## src/rtl/miriscv_timer.sv

```systemverilog
// ---------------------------------------------------------------------------
// miriscv_timer
//   Memory-mapped timer peripheral sitting on the core data bus as a
//   responder. A programmable prescaler produces ticks that advance a
//   32-bit up-counter; when the counter equals the compare value on a tick a
//   match event is raised, optionally reloading the counter and/or stopping
//   the timer (one-shot). The match flag drives a level interrupt request
//   that is cleared by the interrupt controller acknowledge or by software.
//
// Ports
//   clk_i      : clock, all state updates on the rising edge
//   rst_n_i    : asynchronous active-low reset
//   req_i      : bus request, already qualified by the address decoder
//   we_i       : 1 = write, 0 = read
//   be_i       : write byte enables, be_i[n] covers wdata_i[8n+7:8n]
//   addr_i     : byte address, only addr_i[4:2] is decoded
//   wdata_i    : write data
//   rdata_o    : registered read data, valid the cycle after a read request
//   int_req_o  : interrupt request level (MATCH & IE)
//   int_fin_i  : one-cycle interrupt acknowledge, clears MATCH
//
// Register map (offset: name)
//   0x00 CTRL   [0]EN [1]AUTO_RELOAD [2]IE [3]ONE_SHOT
//   0x04 PRESC  [PRESC_WIDTH-1:0]
//   0x08 COUNT  32-bit counter
//   0x0C CMP    32-bit compare value
//   0x10 STATUS [0]MATCH, write-one-to-clear
//   0x14-0x1C   read as zero, writes ignored
// ---------------------------------------------------------------------------
module miriscv_timer #(
  parameter int          PRESC_WIDTH = 16,
  parameter logic [31:0] CMP_RST     = 32'hFFFF_FFFF
) (
  input  logic        clk_i,
  input  logic        rst_n_i,
  input  logic        req_i,
  input  logic        we_i,
  input  logic [3:0]  be_i,
  input  logic [31:0] addr_i,
  input  logic [31:0] wdata_i,
  output logic [31:0] rdata_o,
  output logic        int_req_o,
  input  logic        int_fin_i
);

  typedef enum logic [2:0] {
    REG_CTRL   = 3'd0,
    REG_PRESC  = 3'd1,
    REG_COUNT  = 3'd2,
    REG_CMP    = 3'd3,
    REG_STATUS = 3'd4
  } reg_sel_e;

  logic [3:0]             ctrl_q;
  logic [PRESC_WIDTH-1:0] presc_q;
  logic [PRESC_WIDTH-1:0] pcnt_q;
  logic [31:0]            count_q;
  logic [31:0]            cmp_q;
  logic                   match_q;

  logic        wr_en;
  logic        rd_en;
  logic [2:0]  sel;
  logic [31:0] wmask;
  logic        wr_ctrl;
  logic        wr_presc;
  logic        wr_count;
  logic        wr_cmp;
  logic        w1c_match;
  logic        tick;
  logic        match_evt;
  logic [31:0] presc_ext;
  logic [31:0] rd_val;

  // Address bits outside [4:2] are decoded upstream; fold them away here.
  logic unused_addr;
  assign unused_addr = ^{addr_i[31:5], addr_i[1:0]};

  // Bus decode: byte-enable mask and per-register write strobes.
  always_comb begin
    wr_en     = req_i & we_i;
    rd_en     = req_i & ~we_i;
    sel       = addr_i[4:2];
    wmask     = {{8{be_i[3]}}, {8{be_i[2]}}, {8{be_i[1]}}, {8{be_i[0]}}};
    wr_ctrl   = wr_en && (sel == REG_CTRL);
    wr_presc  = wr_en && (sel == REG_PRESC);
    wr_count  = wr_en && (sel == REG_COUNT);
    wr_cmp    = wr_en && (sel == REG_CMP);
    w1c_match = wr_en && (sel == REG_STATUS) && be_i[0] && wdata_i[0];
  end

  // A tick fires on the last cycle of each PRESC+1 cycle period; a match
  // only counts when it coincides with a tick.
  assign tick      = ctrl_q[0] && (pcnt_q == presc_q);
  assign match_evt = tick && (count_q == cmp_q);

  // Prescaler counter: idles at zero while disabled and restarts on any
  // PRESC write so a new period always begins from a clean phase.
  always_ff @(posedge clk_i or negedge rst_n_i) begin
    if (!rst_n_i) begin
      pcnt_q <= '0;
    end else if (wr_presc || !ctrl_q[0] || tick) begin
      pcnt_q <= '0;
    end else begin
      pcnt_q <= pcnt_q + 1'b1;
    end
  end

  // CTRL: a bus write wins over the one-shot self-disable.
  always_ff @(posedge clk_i or negedge rst_n_i) begin
    if (!rst_n_i) begin
      ctrl_q <= '0;
    end else if (wr_ctrl) begin
      ctrl_q <= (ctrl_q & ~wmask[3:0]) | (wdata_i[3:0] & wmask[3:0]);
    end else if (match_evt && ctrl_q[3]) begin
      ctrl_q[0] <= 1'b0;
    end
  end

  // PRESC and CMP are plain byte-maskable registers.
  always_ff @(posedge clk_i or negedge rst_n_i) begin
    if (!rst_n_i) begin
      presc_q <= '0;
      cmp_q   <= CMP_RST;
    end else begin
      if (wr_presc) begin
        presc_q <= (presc_q & ~wmask[PRESC_WIDTH-1:0]) |
                   (wdata_i[PRESC_WIDTH-1:0] & wmask[PRESC_WIDTH-1:0]);
      end
      if (wr_cmp) begin
        cmp_q <= (cmp_q & ~wmask) | (wdata_i & wmask);
      end
    end
  end

  // COUNT: a bus write overrides the tick update; the tick increment wraps
  // silently modulo 2^32 and reloads to zero on a match in auto-reload mode.
  always_ff @(posedge clk_i or negedge rst_n_i) begin
    if (!rst_n_i) begin
      count_q <= '0;
    end else if (wr_count) begin
      count_q <= (count_q & ~wmask) | (wdata_i & wmask);
    end else if (tick) begin
      if (match_evt && ctrl_q[1]) begin
        count_q <= '0;
      end else begin
        count_q <= count_q + 32'd1;
      end
    end
  end

  // MATCH: setting has priority over both the acknowledge and the W1C clear,
  // so a match landing in the same cycle is never lost.
  always_ff @(posedge clk_i or negedge rst_n_i) begin
    if (!rst_n_i) begin
      match_q <= 1'b0;
    end else if (match_evt) begin
      match_q <= 1'b1;
    end else if (int_fin_i || w1c_match) begin
      match_q <= 1'b0;
    end
  end

  // Read mux over the current register values; unmapped offsets read zero.
  always_comb begin
    presc_ext                   = '0;
    presc_ext[PRESC_WIDTH-1:0]  = presc_q;
    rd_val                      = '0;
    case (sel)
      REG_CTRL:   rd_val = {28'd0, ctrl_q};
      REG_PRESC:  rd_val = presc_ext;
      REG_COUNT:  rd_val = count_q;
      REG_CMP:    rd_val = cmp_q;
      REG_STATUS: rd_val = {31'd0, match_q};
      default:    rd_val = '0;
    endcase
  end

  // Read data register: captures on a read, otherwise holds.
  always_ff @(posedge clk_i or negedge rst_n_i) begin
    if (!rst_n_i) begin
      rdata_o <= '0;
    end else if (rd_en) begin
      rdata_o <= rd_val;
    end
  end

  assign int_req_o = match_q & ctrl_q[2];

endmodule

```

## config.mk

```make
export PLATFORM = sky130hd
export DESIGN_NAME = miriscv_timer
export DESIGN_NICKNAME = d
export VERILOG_FILES = /design/src/rtl/miriscv_timer.sv
export SDC_FILE = /design/constraint.sdc
export NUM_CORES = 1
export LEC_CHECK = 0
export BUFFER_PORTS_ARGS = -buffer_cell sky130_fd_sc_hd__buf_4
export CORE_ASPECT_RATIO = 0.75
export CORE_MARGIN = 2
export CORE_UTILIZATION = 40
export DETAILED_ROUTE_END_ITERATION = 6
export HOLD_SLACK_MARGIN = 0.02
export PLACE_DENSITY = 0.65
export SKIP_CTS_REPAIR_TIMING = 1
export SLEW_MARGIN = 20
export SYNTH_ARGS = -nofsm -noshare
export SYNTH_HDL_FRONTEND = slang
export SYNTH_SLANG_ARGS = --single-unit
```

## constraint.sdc

```tcl
create_clock -name clk_i -period 3.55 [get_ports clk_i]
set_clock_uncertainty 0.15 [all_clocks]
set_input_delay 0.1775 -clock clk_i [delete_from_list [all_inputs] [get_ports clk_i]]
set_output_delay 0.1775 -clock clk_i [all_outputs]
set_load 0.02 [all_outputs]
```

==> results of run 1 <==
[worst max path at each step]
stage | from | cells after the start | to | slack, ns
final | flip-flop | 7 | flip-flop | 0.52
after floorplan | pcnt_q[7] | 8 | flip-flop | 1.10
after global routing | flip-flop | 7 | flip-flop | 0.36
after detailed placement | flip-flop | 7 | flip-flop | 0.54
after global placement | flip-flop | 6 | flip-flop | 0.59
after CTS | flip-flop | 7 | flip-flop | 0.53
[per-layer routing]
layer	share of wire (%)	up-vias	track usage, %
li1	-	2860	-
met1	51	3002	33.6
met2	42	183	29.7
met3	6.2	17	5.74
met4	0.87	0	5.18
met5	0	-	0
[cell type report]
| type | count | area (um^2) |
|---|---|---|
| repair buffers | 132 | 1100 |
| multi-input cells | 535 | 3730 |
| clock inverters | 5 | 100 |
| fillers | 1657 | 8650 |
| clock buffers | 27 | 493 |
| flip-flops and latches | 133 | 3370 |
| inverters | 5 | 18.8 |
| well taps | 242 | 303 |
[cells by family after synthesis]
family                     after synthesis  synth area share, %
AOI/OAI and AO/OA                      156                 15.0
xor gates and xnor gates                62                 7.42
adders and majority gates                2                0.342
and+or+nand+nor                        231                 15.0
buffers and inverters                   56                 3.20
DFF                                    133                 46.0
muxes                                   84                 13.1
[report_power, final]
group          switching, mW  internal [mW]  leakage, nW
logic                  0.385          0.380         2.04
clock network          0.638           1.16        0.290
registers              0.188           1.75         1.70
[layout by cell type, fill, tap and decap left out, drive strengths merged, types with 18 or more instances in the layout]
master / count
nand2: 101
nor2: 35
dfstp: 32
xor2: 43
dlygate4sd3: 37
mux2i: 18
xnor2: 19
a22o: 39
dfrtp: 101
nand3: 26
buf: 95
nor4: 19
mux2: 63
clkbuf: 27
o21ai: 61
[metrics by stage]
| stage | power [mW] | util [%] | cell area [um^2] | cells | setup WS [ns] |
|---|---|---|---|---|---|
| 6_report | 4.49 | 51.3 | 9120 | 1079 | 0.516 |
| 3_3_place_gp | 2.67 | 45.9 | 8150 | 1010 | 0.586 |
| 3_5_place_dp | 2.69 | 45.9 | 8150 | 1010 | 0.540 |
| 2_1_floorplan | 2.36 | - | 7320 | 724 | 1.10 |
| 4_1_cts | 4.49 | 49.2 | 8750 | 1042 | 0.528 |
| 5_1_grt | 4.69 | 51.3 | 9120 | 1079 | 0.362 |
[worst register-to-register path, cell delays in order (launching register included)]
cell and delay, ns:
dfrtp_1 0.47, xor2_1 0.19, nor4_1 0.34, buf_4 0.18, nand4_1 0.19, or4_1 0.85
a32o_1 0.33, a22o_1 0.22
==> flow_metrics.tcl, run 1 <==
set metrics [dict create \
    clock_latency_ns 0.43 \
    core_mm2 0.0178 \
    die-area_mm2 0.0194 \
    drv_cap 0 \
    async_flop_share_pct 100 \
    rows 42 \
    synth.yosys.seq_area_share_pct 46.0 \
    hpwlAfterDp_um 14500 \
    path_cells "xor2_1, nor4_1, buf_4, nand4_1, or4_1, a32o_1, a22o_1" \
    grt_overflow 0 \
    initial_core_util_pct 41.2 \
    clock_path_buffers 2 \
    routabilityCongestion 0.832 \
    cts_tree "built" \
    min_path_cells 4 \
    cts_buffers 17 \
    max_freq_ghz 0.330 \
    fin_crit_sh_pct 85.5 \
    synth_cell_types 50 \
    min_path_type "in2reg" \
    ant_nets 0 \
    rrSetupSlack_ns 0.52 \
    status "complete, no violations" \
    vias 6062 \
    p_leak_nw 4.04 \
    drive_above_1_share_pct 27.0 \
    yosys-top-cells-area "dfrtp_1 35%, dfstp_2 11%, mux2_2 9.7%, nand2_1 5.2%, xor2_1 5.1%" \
    htreeDepth 4 \
    antenna_found_initial 0 \
    grt_pass1_vias 5586 \
    antenna_cells 0 \
    synth_top_cell_by_area "dfrtp_1" \
    drv_slew 0 \
    drc 0 \
    slew_headroom_pct 39.4 \
    synthToLayoutAreaGrowth_pct 24.5 \
    power.density_mw_per_mm2 493 \
    hold_path_end "rdata_o[0]" \
    syn_nets 799 \
    path_delay_family "simple AND/OR/NAND/NOR gates" \
    hold_viol 0 \
    vdd_drop_max_uv 306 \
    finalCriticalPeriod_ns 3.03 \
    dieHeight_um 121 \
    critPathSlowestCell "or4_1" \
    io_buffers 76 \
    crit_required_ns 3.71 \
    critPathMaxStageDelay_ns 0.85 \
    grt_max_degree 79 \
    drt_iter0_markers 483 \
    setup_violations 0 \
    grt_pass1_wl_um 32100 \
    syn_inst 724 \
    hold-worst-slack_ns 0.0376 \
    path_max_fanout 10 \
    cp-start-kind "flip-flop" \
    rsz0062_at_grt "false" \
    path_buf_inv 1 \
    cts-root-buf "clkbuf_16" \
    tns_ns 0 \
    crit_arrival_ns 3.20 \
    ios 106 \
    tightest_slew_ns 0.908 \
    synth_area_mm2 0.00732 \
    wl_per_cell_um 18.9 \
    ys.flop_type "dfrtp_1" \
    end_kind "flip-flop" \
    r2r_cells 7 \
    die_w_um 160 \
    syn_avg_cell_area_um2 10.1 \
    synth-edff-count 0 \
    ys_top_cells_by_count "101 x dfrtp_1, 101 x nand2_1, 63 x mux2_2, 59 x o21ai_0, 43 x xor2_1" \
    ys.warnings.count 0 \
    clk_pin_slew_worst_paths_ns 0.06 \
    nets 899 \
    netlist.area_leader.share_pct 34.5 \
    cts.sinks 133 \
    wl_um 20400 \
    min-delay-start "addr_i[4]" \
    viasPerCell 5.62 \
    ys_seq_elements 133 \
    crit_type "reg2reg" \
    grtUsageTotal_pct 21.7 \
    drt_pre_antenna_iters 5 \
]
Power figures use the tool's default switching activity.
==> run 2, diff against run 1 <==
- CORE_MARGIN: 2 -> 3
==> run 2 against run 1 <==
  * Sequential cell count is the same
  * Register-to-register slack is essentially flat
  * Largest cell class unchanged
  * Clock power shrank 7%
  * Non-clock buffer count shrank 1
==> flow_metrics.tcl, run 2 (synthesis gave the netlist of run 1 again) <==
set metrics [dict create \
    ios 106 \
    drt_pre_antenna_iters 5 \
    setup_violations 0 \
    slew_headroom_pct 37.8 \
    hold_viol 0 \
    rsz0062_at_grt "false" \
    switching_share_pct 27.9 \
    clk_pin_slew_worst_paths_ns 0.05 \
    drv_cap 0 \
    post-place-ws_ns 0.525 \
    rows 42 \
    initial_core_util_pct 41.1 \
    cts.sinks 133 \
    min_path_type "in2reg" \
    tns_ns 0 \
    finalCriticalPeriod_ns 3.04 \
    synthToLayoutAreaGrowth_pct 23.9 \
    min-delay-start "addr_i[4]" \
    clock_path_buffers 2 \
    cp-start-kind "flip-flop" \
    p_switching_mw 1.22 \
    layout_common_cells "101 x nand2_1, 101 x dfrtp_1, 92 x buf_4, 63 x mux2_2, 59 x o21ai_0" \
    io_buffers 76 \
    die-area_mm2 0.0200 \
    cts_tree "built" \
    power.density_mw_per_mm2 483 \
    nets 898 \
    final_cell_area_mm2 0.00907 \
    crit_type "reg2reg" \
    clock_latency_ns 0.43 \
    hpwlAfterDp_um 14500 \
    die_w_um 162 \
    hold-worst-slack_ns 0.0377 \
    rrSetupSlack_ns 0.51 \
    end_kind "flip-flop" \
    routabilityCongestion 0.825 \
    crit_arrival_ns 3.20 \
    drive_above_1_share_pct 27.0 \
    fin_ws_ns 0.513 \
    cts_buffers 17 \
    hold_path_end "ctrl_q[0]" \
    vias 6112 \
    ant_nets 0 \
    drt_iter0_markers 668 \
    tightest_slew_ns 0.931 \
    path_max_fanout 10 \
    fin_crit_sh_pct 85.5 \
    p_clk_share_pct 38.4 \
    core_mm2 0.0178 \
    pwr-share-comb_pct 17.5 \
    antenna_cells 0 \
    cts-root-buf "clkbuf_16" \
    p_seq_share_pct 44.1 \
    grt_overflow 0 \
    wl_per_cell_um 19.1 \
    grt_pass1_wl_um 32500 \
    placed_area_mm2 0.00815 \
    grtUsageTotal_pct 21.3 \
    htreeDepth 4 \
    grt_max_degree 86 \
    antenna_found_initial 0 \
    r2r_cells 7 \
    status "complete, no violations" \
    vdd_drop_max_uv 253 \
    viasPerCell 5.67 \
    max_freq_ghz 0.329 \
    drc 0 \
    wl_um 20600 \
    internal_power_mw 3.16 \
    dieHeight_um 123 \
    drv_slew 0 \
    min_path_cells 4 \
    crit_required_ns 3.71 \
    grt_pass1_vias 5711 \
    p_leak_nw 4.02 \
]
==> run 2: cell count changes in the layout (fill, tap and decap cells not counted), sizes merged <==
cell,delta
clkinv,+2
buf,-1
bufinv,-2
==> run 2: layout make-up <==
cell class              count  area (um^2)
fillers                  1627         8750
multi-input cells         535         3730
flip-flops and latches    133         3370
repair buffers            131         1090
clock buffers              27          503
well taps                 242          303
clock inverters             5         50.0
inverters                   5         18.8
==> run 2: critical path, cell delays in order (launching register included) <==
cell and delay [ns]:
dfrtp_1 0.47, xor2_1 0.18, nor4_1 0.33, buf_4 0.18
nand4_1 0.19, or4_1 0.86, a32o_1 0.33, a22o_1 0.23
==> run 2: metrics by stage <==
step / power (mW) / cells / utilization, %
after floorplan: 2.36 / 724 / -
after global placement: 2.67 / 1009 / 45.7
final: 4.38 / 1078 / 50.9
after CTS: 4.37 / 1041 / 48.8
after detailed placement: 2.68 / 1009 / 45.7
after global routing: 4.56 / 1078 / 50.9
==> run 2: how the worst max path moves through the flow <==
stage | from | end | slack [ns] | depth (start not counted)
finish | flip-flop | flip-flop | 0.51 | 7
global route | flip-flop | flip-flop | 0.31 | 7
CTS | flip-flop | flip-flop | 0.52 | 7
detailed placement | flip-flop | flip-flop | 0.53 | 7
global placement | flip-flop | flip-flop | 0.61 | 7
floorplan | pcnt_q[7] | flip-flop | 1.10 | 8
==> run 2: metal layers <==
metal	vias to the layer above	track usage [%]	wire length, um
li1	2844	-	-
met1	2984	32.6	10100
met2	260	29.9	8550
met3	24	5.09	1630
met4	0	5.81	320
met5	-	0	0
==> run 2: power by group through the flow <==
| stage | Combinational [mW] | Sequential (mW) | Clock, mW |
|---|---|---|---|
| detailed placement | 0.732 | 1.95 | 0 |
| global route | 0.836 | 1.96 | 1.77 |
| CTS | 0.738 | 1.93 | 1.71 |
| finish | 0.767 | 1.93 | 1.68 |
| floorplan | 0.431 | 1.93 | 0 |
| global placement | 0.724 | 1.94 | 0 |
==> run 3, diff against run 2 <==
- CORE_UTILIZATION: 40 -> 30
- PLACE_DENSITY: 0.65 -> 0.53
==> run 3 against run 2 <==
  * Wire length is 8.5% higher
  * Clock power up 8%
  * Critical path depth did not move
  * Fmax is 0.61% lower
  * First-iteration DRC count down 14%
  * Die area rose by 32%
  * Largest cell class unchanged
  * Highest routed layer unchanged
==> flow_metrics.tcl, run 3 (synthesis gave the netlist of run 1 again) <==
set metrics [dict create \
    status "complete, no violations" \
    drv_slew 0 \
    path_delay_family "simple AND/OR/NAND/NOR gates" \
    nets 902 \
    hold_viol 0 \
    grt_max_degree 83 \
    clock_path_buffers 2 \
    critPathSlowestCell "or4_1" \
    min_path_type "in2reg" \
    post-place-ws_ns 0.577 \
    grt_pass1_wl_um 34500 \
    final_cells 1165 \
    hold-worst-slack_ns 0.0135 \
    p_total_mw 4.54 \
    placed_cells 1097 \
    cp-start-kind "flip-flop" \
    tns_ns 0 \
    n_fill_cell 2330 \
    tightest_slew_ns 0.945 \
    initial_core_util_pct 31.2 \
    routabilityCongestion 0.820 \
    path_cells "xor2_1, nor4_1, buf_4, nand4_1, or4_1, a32o_1, a22o_1" \
    drc 0 \
    path_buf_inv 1 \
    htreeDepth 4 \
    fin_crit_sh_pct 86.1 \
    rows 48 \
    drt_pre_antenna_iters 5 \
    clk_pin_slew_worst_paths_ns 0.06 \
    core_mm2 0.0235 \
    critPathMaxStageDelay_ns 0.87 \
    dieHeight_um 141 \
    drv_cap 0 \
    placed_area_mm2 0.00829 \
    cts-root-buf "clkbuf_16" \
    max_freq_ghz 0.327 \
    wl_per_cell_um 19.2 \
    viasPerCell 5.15 \
    cts_tree "built" \
    vdd_drop_max_uv 308 \
    vias 6005 \
    ant_nets 0 \
    crit_type "reg2reg" \
    cts_buffers 17 \
    wl_um 22400 \
    register_area_mm2 0.00337 \
    min_path_cells 4 \
    fin_ws_ns 0.494 \
    r2r_cells 7 \
    ios 106 \
    power.density_mw_per_mm2 491 \
    end_kind "flip-flop" \
    crit_cells 7 \
    setup_violations 0 \
    path_max_fanout 10 \
    drive_above_1_share_pct 27.9 \
    io_buffers 76 \
    min-delay-start "addr_i[4]" \
    p_leak_nw 4.05 \
    grt_overflow 0 \
    crit_arrival_ns 3.21 \
    die-area_mm2 0.0263 \
    grt_pass1_vias 5677 \
    grtUsageTotal_pct 16.9 \
    multiInputGateArea_mm2 0.00373 \
    cts.sinks 133 \
    hpwlAfterDp_um 16100 \
    finalCriticalPeriod_ns 3.06 \
    drt_iter0_markers 577 \
    die_w_um 186 \
    antenna_cells 0 \
    rsz0062_at_grt "false" \
    utilization_pct 39.4 \
    layout_common_cells "101 x nand2_1, 101 x dfrtp_1, 97 x buf_4, 63 x mux2_2, 59 x o21ai_0" \
    final_cell_area_mm2 0.00925 \
    crit_required_ns 3.71 \
    clock_latency_ns 0.42 \
    synthToLayoutAreaGrowth_pct 26.4 \
    antenna_found_initial 0 \
    slew_headroom_pct 36.9 \
]
-- run 3: final timing paths --
kind	endpoint	slack, ns
hold / removal	ctrl_q[0]	0.01
max in group asynchronous	asynchronous set/reset pin	2.15
setup reg to reg	flip-flop	0.49
hold reg to reg	rdata_o[20]	0.33
setup / recovery	flip-flop	0.49
min in group asynchronous	rdata_o[0]	0.23
-- run 3: worst reg2reg max path: cells and delay by family (launching register included) --
family,cells,cell delay (ns)
XOR/XNOR,1,0.17
AND/OR/NAND/NOR,3,1.33
AO/OA/AOI/OAI,2,0.56
flip-flops,1,0.55
buffers and inverters,1,0.19
-- run 3: metal layers --
metal,GRT usage (%),up-vias,wire length [um]
met4,4.37,0,303
li1,-,2863,-
met2,22.9,160,8890
met3,3.73,23,1060
met1,26.8,2959,12100
met5,0,-,0
-- run 3: report_power, final --
group | leakage, nW | switching [mW] | internal (mW)
combinational | 2.06 | 0.397 | 0.386
clock | 0.293 | 0.669 | 1.16
sequential | 1.70 | 0.189 | 1.74
total | 4.05 | 1.25 | 3.29
-- run 3: cell type report --
cell class                 instances  area share [%]
clock buffer                      23            5.17
clock inverter                     9            1.35
inverter                           5           0.203
multi-input combinational        535            40.4
sequential                       133            36.4
tap                              325            4.40
timing repair buffer             135            12.1
